$ cat src/rtl/disp_pkg.sv
// Shared definitions for the two-digit multiplexed display scanner.
package disp_pkg;

    typedef enum logic [2:0] {
        ST_IDLE,
        ST_SHOW0,
        ST_BLANK0,
        ST_SHOW1,
        ST_BLANK1
    } state_e;

    localparam logic [6:0] SEG_BLANK = 7'h7F;

    localparam logic [1:0] SEL_NONE = 2'b00;
    localparam logic [1:0] SEL_D0   = 2'b01;
    localparam logic [1:0] SEL_D1   = 2'b10;

    localparam int unsigned DIV_DEFAULT   = 50000;
    localparam int unsigned BLANK_DEFAULT = 16;

endpackage

$ cat src/rtl/seg7_dec.sv
// Hex to active-low seven-segment decoder, output ordered {g,f,e,d,c,b,a}.
module seg7_dec (
    input  logic [3:0] hex_i,
    output logic [6:0] seg_o
);

    always_comb begin
        seg_o = 7'h7F;
        unique case (hex_i)
            4'h0: seg_o = 7'h40;
            4'h1: seg_o = 7'h79;
            4'h2: seg_o = 7'h24;
            4'h3: seg_o = 7'h30;
            4'h4: seg_o = 7'h19;
            4'h5: seg_o = 7'h12;
            4'h6: seg_o = 7'h02;
            4'h7: seg_o = 7'h78;
            4'h8: seg_o = 7'h00;
            4'h9: seg_o = 7'h10;
            4'hA: seg_o = 7'h08;
            4'hB: seg_o = 7'h03;
            4'hC: seg_o = 7'h46;
            4'hD: seg_o = 7'h21;
            4'hE: seg_o = 7'h06;
            4'hF: seg_o = 7'h0E;
        endcase
    end

endmodule

$ cat src/rtl/disp_scan.sv
// Two-digit display scanner: show/blank dwell FSM with per-frame input snapshots
// and registered outputs derived from the next state (zero-latency on state entry).
module disp_scan
    import disp_pkg::*;
#(
    parameter int unsigned DIV   = DIV_DEFAULT,
    parameter int unsigned BLANK = BLANK_DEFAULT
) (
    input  logic       CLK,
    input  logic       RST,
    input  logic       EN,
    input  logic [3:0] D_IN0,
    input  logic [3:0] D_IN1,
    output logic [1:0] SEL,
    output logic [6:0] SEG,
    output logic       FRAME
);

    // Counter sized for DIV, widened only if BLANK would not otherwise fit.
    localparam int unsigned CW_DIV = ($clog2(DIV) < 1) ? 1 : $clog2(DIV);
    localparam int unsigned CW_BLK = ($clog2(BLANK) < 1) ? 1 : $clog2(BLANK);
    localparam int unsigned CW     = (CW_DIV > CW_BLK) ? CW_DIV : CW_BLK;

    localparam logic [CW-1:0] DIV_LAST   = CW'(DIV - 1);
    localparam logic [CW-1:0] BLANK_LAST = CW'(BLANK - 1);

    state_e        state_q, state_d;
    logic [CW-1:0] cnt_q, cnt_d;
    logic [3:0]    snap0_q, snap0_d;
    logic [3:0]    snap1_q, snap1_d;
    logic [1:0]    sel_q, sel_d;
    logic [6:0]    seg_q, seg_d;
    logic          frame_q, frame_d;
    logic          enter_show0;
    logic [3:0]    dec_in;
    logic [6:0]    dec_out;

    seg7_dec u_dec (
        .hex_i (dec_in),
        .seg_o (dec_out)
    );

    always_comb begin
        state_d = state_q;
        unique case (state_q)
            ST_IDLE:   if (EN) state_d = ST_SHOW0;
            ST_SHOW0:  if (!EN) state_d = ST_IDLE;
                       else if (cnt_q == DIV_LAST) state_d = ST_BLANK0;
            ST_BLANK0: if (!EN) state_d = ST_IDLE;
                       else if (cnt_q == BLANK_LAST) state_d = ST_SHOW1;
            ST_SHOW1:  if (!EN) state_d = ST_IDLE;
                       else if (cnt_q == DIV_LAST) state_d = ST_BLANK1;
            ST_BLANK1: if (!EN) state_d = ST_IDLE;
                       else if (cnt_q == BLANK_LAST) state_d = ST_SHOW0;
            default:   state_d = ST_IDLE;
        endcase

        cnt_d = ((state_d != state_q) || (state_d == ST_IDLE)) ? '0 : cnt_q + 1'b1;

        enter_show0 = (state_d == ST_SHOW0) && (state_q != ST_SHOW0);
        snap0_d     = enter_show0 ? D_IN0 : snap0_q;
        snap1_d     = enter_show0 ? D_IN1 : snap1_q;

        // Decode the snapshot that will be visible after this edge.
        dec_in  = (state_d == ST_SHOW1) ? snap1_d : snap0_d;
        sel_d   = SEL_NONE;
        seg_d   = SEG_BLANK;
        frame_d = enter_show0;
        unique case (state_d)
            ST_SHOW0: begin
                sel_d = SEL_D0;
                seg_d = dec_out;
            end
            ST_SHOW1: begin
                sel_d = SEL_D1;
                seg_d = dec_out;
            end
            default: ;
        endcase
    end

    always_ff @(posedge CLK or posedge RST) begin
        if (RST) begin
            state_q <= ST_IDLE;
            cnt_q   <= '0;
            snap0_q <= '0;
            snap1_q <= '0;
            sel_q   <= SEL_NONE;
            seg_q   <= SEG_BLANK;
            frame_q <= 1'b0;
        end else begin
            state_q <= state_d;
            cnt_q   <= cnt_d;
            snap0_q <= snap0_d;
            snap1_q <= snap1_d;
            sel_q   <= sel_d;
            seg_q   <= seg_d;
            frame_q <= frame_d;
        end
    end

    assign SEL   = sel_q;
    assign SEG   = seg_q;
    assign FRAME = frame_q;

endmodule
$ cat config.mk
export PLATFORM = sky130hd
export DESIGN_NAME = disp_scan
export DESIGN_NICKNAME = d
export VERILOG_FILES = /design/src/rtl/disp_pkg.sv /design/src/rtl/seg7_dec.sv /design/src/rtl/disp_scan.sv
export SDC_FILE = /design/constraint.sdc
export NUM_CORES = 1
export LEC_CHECK = 0
export CORE_MARGIN = 4
export CORE_UTILIZATION = 50
export CTS_CLUSTER_SIZE = 16
export DETAILED_ROUTE_END_ITERATION = 6
export GPL_ROUTABILITY_DRIVEN = 0
export PLACE_DENSITY = 0.79
export SETUP_SLACK_MARGIN = 0.05
export SLEW_MARGIN = 20
export SYNTH_ARGS = -nofsm -noshare
export SYNTH_HDL_FRONTEND = slang
export SYNTH_SLANG_ARGS = --single-unit
$ cat constraint.sdc
create_clock -name CLK -period 3.3 [get_ports CLK]
set_input_delay 0.66 -clock CLK [delete_from_list [all_inputs] [get_ports CLK]]
set_output_delay 0.66 -clock CLK [all_outputs]
set_load 0.01 [all_outputs]
## Word level (Yosys, flattened, before mapping)

Memory sizes are Yosys's and may differ from the RTL's.
Cells that the tools add are included.

- Bits in read-only memories: 112
- Flip-flop bits (word level): 37
- Memories: 1

- Mux-type cells: 16
- Add/sub/neg operators: 1
- Eq/ne operators: 10
- Reductions and logical operators: 5

Memory list:

| name | depth | width | rd ports | clocked after memory_dff | wr ports | line | RTL |
|---|---|---|---|---|---|---|---|
| (no name shown) | 16 | 7 | 1 | 0 | 0 | seg7_dec.sv:9 | `unique case (hex_i)` |

Operators with widths:

| cell | number |
|---|---|
| $mux 3 | 9 |
| $add 16x1->16 const B | 1 |
| $eq 16x16->1 const B | 1 |
| $eq 16x4->1 const B | 1 |
| $mux 16 | 1 |
| $pmux 3 s5 | 1 |
| $mux 4 | 3 |
| $eq 3x2->1 const B | 3 |
| $mux 7 | 1 |
| $eq 3x1->1 const B | 2 |
| $logic_not 3->1 | 2 |
| $pmux 2 s2 | 1 |
| $eq 3x3->1 const B | 1 |
| $ne 3x1->1 const B | 1 |
| $ne 3x3->1 | 1 |
| $reduce_or 2->1 | 1 |
| $logic_and 1x1->1 | 1 |
| $logic_or 1x1->1 | 1 |

## Longest topological paths before layout

Gate-level depths: netlist of the first run.
An unclocked memory read counts as a cell.

- Word-level depth: 10
- Gate-level depth with buffers: 13
- Gate-level depth less buffers: 11

## Hierarchy

From an unflattened synthesis of the first run, not the netlist that was laid out.

- Cell total of the unflattened synthesis: 198
- Area total of the unflattened synthesis: 2,148.3 µm²

By module, submodules not included:

| module | area each (µm²) | times used | cells each |
|---|---|---|---|
| disp_scan | 1,873.0 | 1 | 166 |
| seg7_dec | 275.3 | 1 | 32 |

## Least setup slack after synthesis of the first run

OpenSTA, ideal clock, no wires.

- Path type: reg2reg
- Start point: register cnt_q[4]
- End point: register seg_q[3] (netlist: SEG[3])
- Setup time: 0.083 ns
- Required time: 3.217 ns
- Path slack: 0.042 ns
- Clock period less this slack: 3.258 ns
- Path buffers: 2
- Data arrival time: 3.175 ns
- Cell stages (with the launch flop): 13
- Cell sequence: dfrtp_1 or4_4 or4_1 buf_2 a21o_1 buf_6 mux2i_1 mux2i_1 inv_1 ha_1 mux2i_1 nor3b_1 a41oi_1

- Longest elaborated chain between the ends: 10
- Elaborated cells between the ends (all ways): 20

RTL lines:

| item | line | RTL |
|---|---|---|
| from (decl) | disp_scan.sv:28 | `logic [CW-1:0] cnt_q, cnt_d;` |
| from (signal assigned) | disp_scan.sv:93 | `cnt_q <= cnt_d;` |
| $eq 16x4->1 / $eq 16x16->1 (equally long branches) | n/a |  |
| $mux 3 (on tied branches) (2 in series) | n/a |  |
| $pmux 3 s5 * | disp_scan.sv:45 | `unique case (state_q)` |
| $eq 3x1->1 | disp_scan.sv:60, disp_scan.sv:69 |  |
| $logic_and 1x1->1 | disp_scan.sv:60 | `enter_show0 = (state_d == ST_SHOW0) && (state_q != ST_SHOW0);` |
| $mux 4 (on tied branches) | disp_scan.sv:61, disp_scan.sv:62 |  |
| $mux 4 | disp_scan.sv:65 | `dec_in = (state_d == ST_SHOW1) ? snap1_d : snap0_d;` |
| $mem_v2 16x7 | n/a |  |
| $mux 7 * | disp_scan.sv:69 | `unique case (state_d)` |
| via seg_d[3] | disp_scan.sv:32 | `logic [6:0] seg_q, seg_d;` |
| to (signal assigned) | disp_scan.sv:97 | `seg_q <= seg_d;` |
| to (decl) | disp_scan.sv:32 |  |

The timed path passes the listed nets; every way through them passes the cells marked *.

## Final worst setup path of the first run

- Start point: register cnt_q[11]
- End point: register seg_q[3] (netlist: SEG[3])

The elaborated chain is that of the path after synthesis.

==> results of run 1 <==
[worst min-delay path by stage]
| stage | to | slack (ns) | depth (start not counted) |
|---|---|---|---|
| 3_5_place_dp | cnt_q[0]$_DFF_PP0_ | 0.46 | 1 |
| 4_1_cts | cnt_q[0]$_DFF_PP0_ | 0.47 | 1 |
| 5_1_grt | cnt_q[0]$_DFF_PP0_ | 0.50 | 1 |
| 2_1_floorplan | cnt_q[0]$_DFF_PP0_ | 0.43 | 1 |
| 3_3_place_gp | cnt_q[0]$_DFF_PP0_ | 0.44 | 1 |
| 6_report | cnt_q[0]$_DFF_PP0_ | 0.46 | 1 |
[layout by cell type (no fill, tap or decap), types with 3 or more instances in the layout]
master	synthesis	final
dfrtp_1	30	30
nor2_1	20	20
clkdlybuf4s50_1	0	20
inv_1	13	13
nand2_1	11	11
buf_4	1	11
nand3_1	10	10
mux2i_1	10	9
xor2_1	9	9
dfstp_2	7	7
xnor2_1	7	7
ha_1	7	7
and3_1	6	6
mux2_2	5	5
o221ai_1	5	5
clkbuf_8	0	5
nand4_1	3	3
nor3b_1	3	3
[cell type report]
cell class	instances	area [µm²]	area share, %
flip-flops and latches	37	935	38.9
well taps	48	60.1	2.50
clock inverters	2	38.8	1.62
inverters	13	48.8	2.03
multi-input cells	131	963	40.1
repair buffers	31	283	11.8
clock buffers	6	72.6	3.02
[where the power goes]
| part | switching (µW) | internal (µW) |
|---|---|---|
| sequential | 15.3 | 497 |
| combinational | 110 | 108 |
| clock | 156 | 227 |
| total | 281 | 832 |
[sequential cells by signal, indices dropped and copies added, names as in the netlist]
| name | cells |
|---|---|
| FRAME | 1 |
| snap0_q | 4 |
| cnt_q | 16 |
| state_q | 3 |
| snap1_q | 4 |
| SEG | 7 |
| SEL | 2 |
[per-stage QoR]
| stage | instances | worst slack [ns] | util, % | instance area, µm² | total power (µW) |
|---|---|---|---|---|---|
| global placement | 260 | 0.226 | 60.7 | 2270 | 732 |
| CTS | 268 | 0.132 | 63.7 | 2380 | 1130 |
| floorplan | 191 | 0.108 | - | 1990 | 657 |
| global route | 268 | 0.0639 | 64.1 | 2400 | 1180 |
| detailed placement | 260 | 0.121 | 60.7 | 2270 | 737 |
| finish | 268 | 0.194 | 64.1 | 2400 | 1110 |
[cells by family after synthesis]
family | Yosys count | share of synthesized area, %
adder cells (fa/ha/maj) | 8 | 4.92
flip-flops | 37 | 47.1
AND/OR/NAND/NOR | 70 | 19.0
AO/OA/AOI/OAI | 22 | 8.64
multiplexers | 15 | 7.88
XOR/XNOR | 16 | 7.06
buffers and inverters | 23 | 5.42
[per-layer routing]
metal,up-vias,wire length [µm],share of wire [%],GRT usage [%]
li1,717,-,-,-
met1,721,1770,46,22.8
met2,22,1890,49,26.3
met3,7,118,3.1,4.26
met4,0,69,1.8,8.14
met5,-,0,0,0
[what timing repair did]
item,4_1_cts,5_1_grt
resized for setup,0,3
hold buffers,0,0
setup endpoints to repair,0,1
==> flow_summary.json, run 1 <==
{
  "routedWlPerCell_um": 14.4,
  "netlist.area_leader.share_pct": 37.8,
  "row_count": 22,
  "path_depth": 10,
  "grt_pass1_wl_um": 6910,
  "grt_pass1_vias": 1532,
  "crit_chain": "or4_4 -> or4_4 -> a21o_4 -> mux2i_1 -> mux2i_2 -> inv_1 -> ha_1 -> mux2i_1 -> nor3b_1 -> a41oi_1",
  "status": "complete, no violations",
  "yosysWarnings": 0,
  "finalSetupViolations": 0,
  "fin_crit_ns": 3.11,
  "fp.coreArea_um2": 3740,
  "syn_nets": 209,
  "die_h_um": 71,
  "cts.clk_slew.worst_paths_ns": 0.08,
  "fillCellCount": 308,
  "drc": 0,
  "fp.dieArea_um2": 5040,
  "worst-setup-path-type": "flop to flop",
  "overflow": 0,
  "portBuffers": 20,
  "antenna_found_initial": 0,
  "power.density_nw_per_um2": 463,
  "slew_headroom_pct": 73.3,
  "tns_ns": 0,
  "yosysTopAreaCell": "dfrtp_1",
  "timing.rr.end": "SEG[3]$_DFF_PP1_",
  "hp-start": "cnt_q[0]$_DFF_PP0_",
  "worst_setup_path_end_kind": "flop",
  "timing.fmax_mhz": 322,
  "critPathMaxFanout": 5,
  "critPathBufInv": 1,
  "nNetsFinal": 237,
  "endpoint": "SEG[3]$_DFF_PP1_",
  "vias": 1467,
  "rr_startpoint": "cnt_q[11]$_DFF_PP0_",
  "grt_start_max_net_pins": 29,
  "async_reset_ff_share_pct": 100,
  "initial_core_util_pct": 53.0,
  "antennaDiodeCount": 0,
  "syn_inst": 191,
  "synthesis.area_um2": 1980,
  "crit_slowest_cell": "or4_4",
  "die_w_um": 71,
  "skew_ns": 0.00932,
  "antenna_left": 0,
  "regToRegSetupSlack_ns": 0.19,
  "cts_buffers": 5,
  "cp.required_ns": 3.49,
  "synth-edff-count": 0,
  "whs_ns": 0.464,
  "worstMarginPinSlew_ns": 0.401,
  "synth.ff_latch_count": 37,
  "period_share_pct": 94.1,
  "ios": 21,
  "report.final.slew_viol_count": 0,
  "clk_path_buf_depth": 2,
  "hold_viol": 0,
  "grt.total_usage_pct": 17.2,
  "dpl.hpwl_um": 2760,
  "clock_latency_ns": 0.29,
  "leakagePower_uw": 0.00106,
  "viasPerCell": 5.47,
  "cp_slowest_stage_delay_ns": 0.58,
  "syn_to_final_growth_pct": 21.0,
  "worstRegToRegCells": 10,
  "ir_worst_vdd_mv": 0.292,
  "htreeDepth": 2,
  "yosysSeqAreaShare_pct": 47.1,
  "yosysMostFrequentCell": "dfrtp_1",
  "crit_start": "cnt_q[11]$_DFF_PP0_",
  "clock-sinks": 37,
  "cap_violations": 0,
  "synthDistinctLibCells": 45,
  "synthFlopType": "dfrtp_1",
  "drt_iter0_markers": 88,
  "yosys-top-cells-area": "dfrtp_1 (38%), dfstp_2 (9.3%), mux2i_1 (5.0%)",
  "avgSynthCellArea_um2": 10.4,
  "cts_setup_buffers": 0,
  "cts_tree": "done",
  "rsz0062_at_grt": "no",
  "drive_gt1_share_pct": 17.3,
  "start_kind": "flop",
  "cts_root_buf": "clkbuf_8",
  "drt-pass1-iter-count": 4,
  "hold_path.class": "flop to flop",
  "wl_um": 3850,
  "critPathTopFamily": "simple AND/OR/NAND/NOR gates",
  "cp.arrival_ns": 3.30,
  "synth_common_cells": "dfrtp_1 (30), nor2_1 (20), inv_1 (13), nand2_1 (11)"
}
(Power assumes the default switching activity.)
==> inputs of run 2 (changes only) <==
Settings changed: CORE_MARGIN 4 to 2, HOLD_SLACK_MARGIN set to 0.15.
==> run 2 against run 1 <==
Combinational power is essentially flat. Critical path depth is the same. Utilization shrank 0.74 points. Wire length shrank 4.0%. Register-to-register slack is essentially flat. Global-route usage grew 1.3 points. Hold slack lost 0.0079 ns. Sequential power is essentially flat. Clock skew grew 0.0033 ns. Clock-buffer cell count grew 1. First-iteration DRC count grew 83%. Flip-flop and latch count is the same. Largest cell class unchanged. Largest power group unchanged.
==> flow_summary.json, run 2 (same netlist as run 1, synthesis figures left out) <==
{
  "viasPerCell": 5.38,
  "drive_gt1_share_pct": 16.3,
  "fillCellCount": 326,
  "skew_ns": 0.0126,
  "vias": 1448,
  "leakagePower_uw": 0.00105,
  "fp.coreArea_um2": 3740,
  "utilization_pct": 63.4,
  "dpl.hpwl_um": 2770,
  "hold_depth": 1,
  "final_cell_mix": "dfrtp_1 (30), nor2_1 (20), clkdlybuf4s50_1 (20)",
  "clock_latency_ns": 0.29,
  "cts_root_buf": "clkbuf_8",
  "worst-setup-path-type": "flop to flop",
  "cp.required_ns": 3.51,
  "multi_input_area_um2": 946,
  "worstRegToRegCells": 10,
  "cts_tree": "done",
  "largest_register": "cnt_q",
  "finalSetupViolations": 0,
  "hold_viol": 0,
  "grt.total_usage_pct": 18.4,
  "timing.fmax_mhz": 322,
  "syn_to_final_growth_pct": 19.6,
  "antenna_found_initial": 0,
  "critPathMaxFanout": 5,
  "hold_path.class": "flop to flop",
  "worstMarginPinSlew_ns": 0.578,
  "drc": 0,
  "die_h_um": 67,
  "largest_reg_flops": 16,
  "hold_buffers": 0,
  "place_area_um2": 2270,
  "cts.clk_slew.worst_paths_ns": 0.07,
  "grt_pass1_vias": 1360,
  "portBuffers": 20,
  "antennaDiodeCount": 0,
  "power.density_nw_per_um2": 445,
  "drt_iter0_markers": 161,
  "status": "complete, no violations",
  "layout_commonest_cell": "dfrtp_1",
  "htreeDepth": 2,
  "ios": 21,
  "grt_start_max_net_pins": 23,
  "initial_core_util_pct": 53.0,
  "cp.arrival_ns": 3.32,
  "worst_setup_path_end_kind": "flop",
  "nNetsFinal": 238,
  "report.final.slew_viol_count": 0,
  "final_area_um2": 2370,
  "ir_worst_vdd_mv": 0.284,
  "routedWlPerCell_um": 13.7,
  "slew_headroom_pct": 61.5,
  "period_share_pct": 94.2,
  "ff_latch_area_um2": 935,
  "cap_violations": 0,
  "drt-pass1-iter-count": 4,
  "rsz0062_at_grt": "no",
  "wl_um": 3700,
  "fp.dieArea_um2": 4490,
  "overflow": 0,
  "clk_path_buf_depth": 2,
  "start_kind": "flop",
  "fin_crit_ns": 3.11,
  "tns_ns": 0,
  "antenna_left": 0,
  "clock-sinks": 37,
  "row_count": 22,
  "cts_buffers": 5,
  "grt_pass1_wl_um": 6060,
  "die_w_um": 67
}
run 2: cell types whose count changed in the layout (fill, tap and decap cells not counted), sizes merged:
cell / delta
buf: +1
bufinv: -1
clkbuf: +1
clkinv: -1
clkinvlp: +1
run 2: where the power goes:
| part | switching (µW) | internal (µW) |
|---|---|---|
| clock network | 154 | 170 |
| registers | 16.1 | 497 |
| logic | 109 | 109 |
run 2: critical path, cell delays in order (launching register included):
cell,delay (ns)
dfrtp_1,0.40
or4_4,0.53
or4_1,0.59
a21o_1,0.29
mux2i_1,0.18
mux2i_2,0.26
inv_1,0.10
ha_1,0.31
mux2i_1,0.15
nor3b_1,0.07
a41oi_1,0.15
run 2: worst paths after layout:
| kind | from | endpoint | slack (ns) |
|---|---|---|---|
| max | cnt_q[11]$_DFF_PP0_ | SEG[3]$_DFF_PP1_ | 0.19 |
| min | cnt_q[0]$_DFF_PP0_ | cnt_q[0]$_DFF_PP0_ | 0.46 |
| max reg2reg | cnt_q[11]$_DFF_PP0_ | SEG[3]$_DFF_PP1_ | 0.19 |
| min reg2reg | cnt_q[0]$_DFF_PP0_ | cnt_q[0]$_DFF_PP0_ | 0.46 |
| max in group asynchronous | RST | SEL[0]$_DFF_PP0_ | 1.87 |
| min in group asynchronous | RST | cnt_q[10]$_DFF_PP0_ | 0.73 |
run 2: metal layers:
metal  track usage [%]  vias up  share of wire (%)
li1                  -      718                  -
met1              23.7      699                 48
met2              29.1       26                 47
met3              4.90        5                3.4
met4              7.65        0                1.4
met5                 0        -                  0
run 2: area by class of cell:
type / count / area share, %
clock buffers: 7 / 3.64
multi-input cells: 131 / 39.9
repair buffers: 32 / 12.2
well taps: 48 / 2.53
clock inverters: 1 / 0.316
flip-flops and latches: 37 / 39.4
inverters: 13 / 2.06
run 2: metrics by stage:
stage	std cells	hold slack, ns	total power, µW	setup slack [ns]
after floorplan	191	0.425	657	0.108
after global placement	260	0.443	731	0.226
after detailed placement	260	0.450	736	0.143
after CTS	268	0.460	1060	0.145
after global routing	269	0.500	1110	0.0364
final	269	0.456	1060	0.190
run 2: timing repair:
item                       in CTS  in global routing
setup endpoints to repair       0                  1
buffers inserted                0                  1
gates resized for setup         0                  0
==> inputs of run 3 (changes only) <==
Settings changed: CAP_MARGIN set to 15.
==> results of run 3 <==
Same layout as run 2: the final DEF is identical, and so are final timing and power.
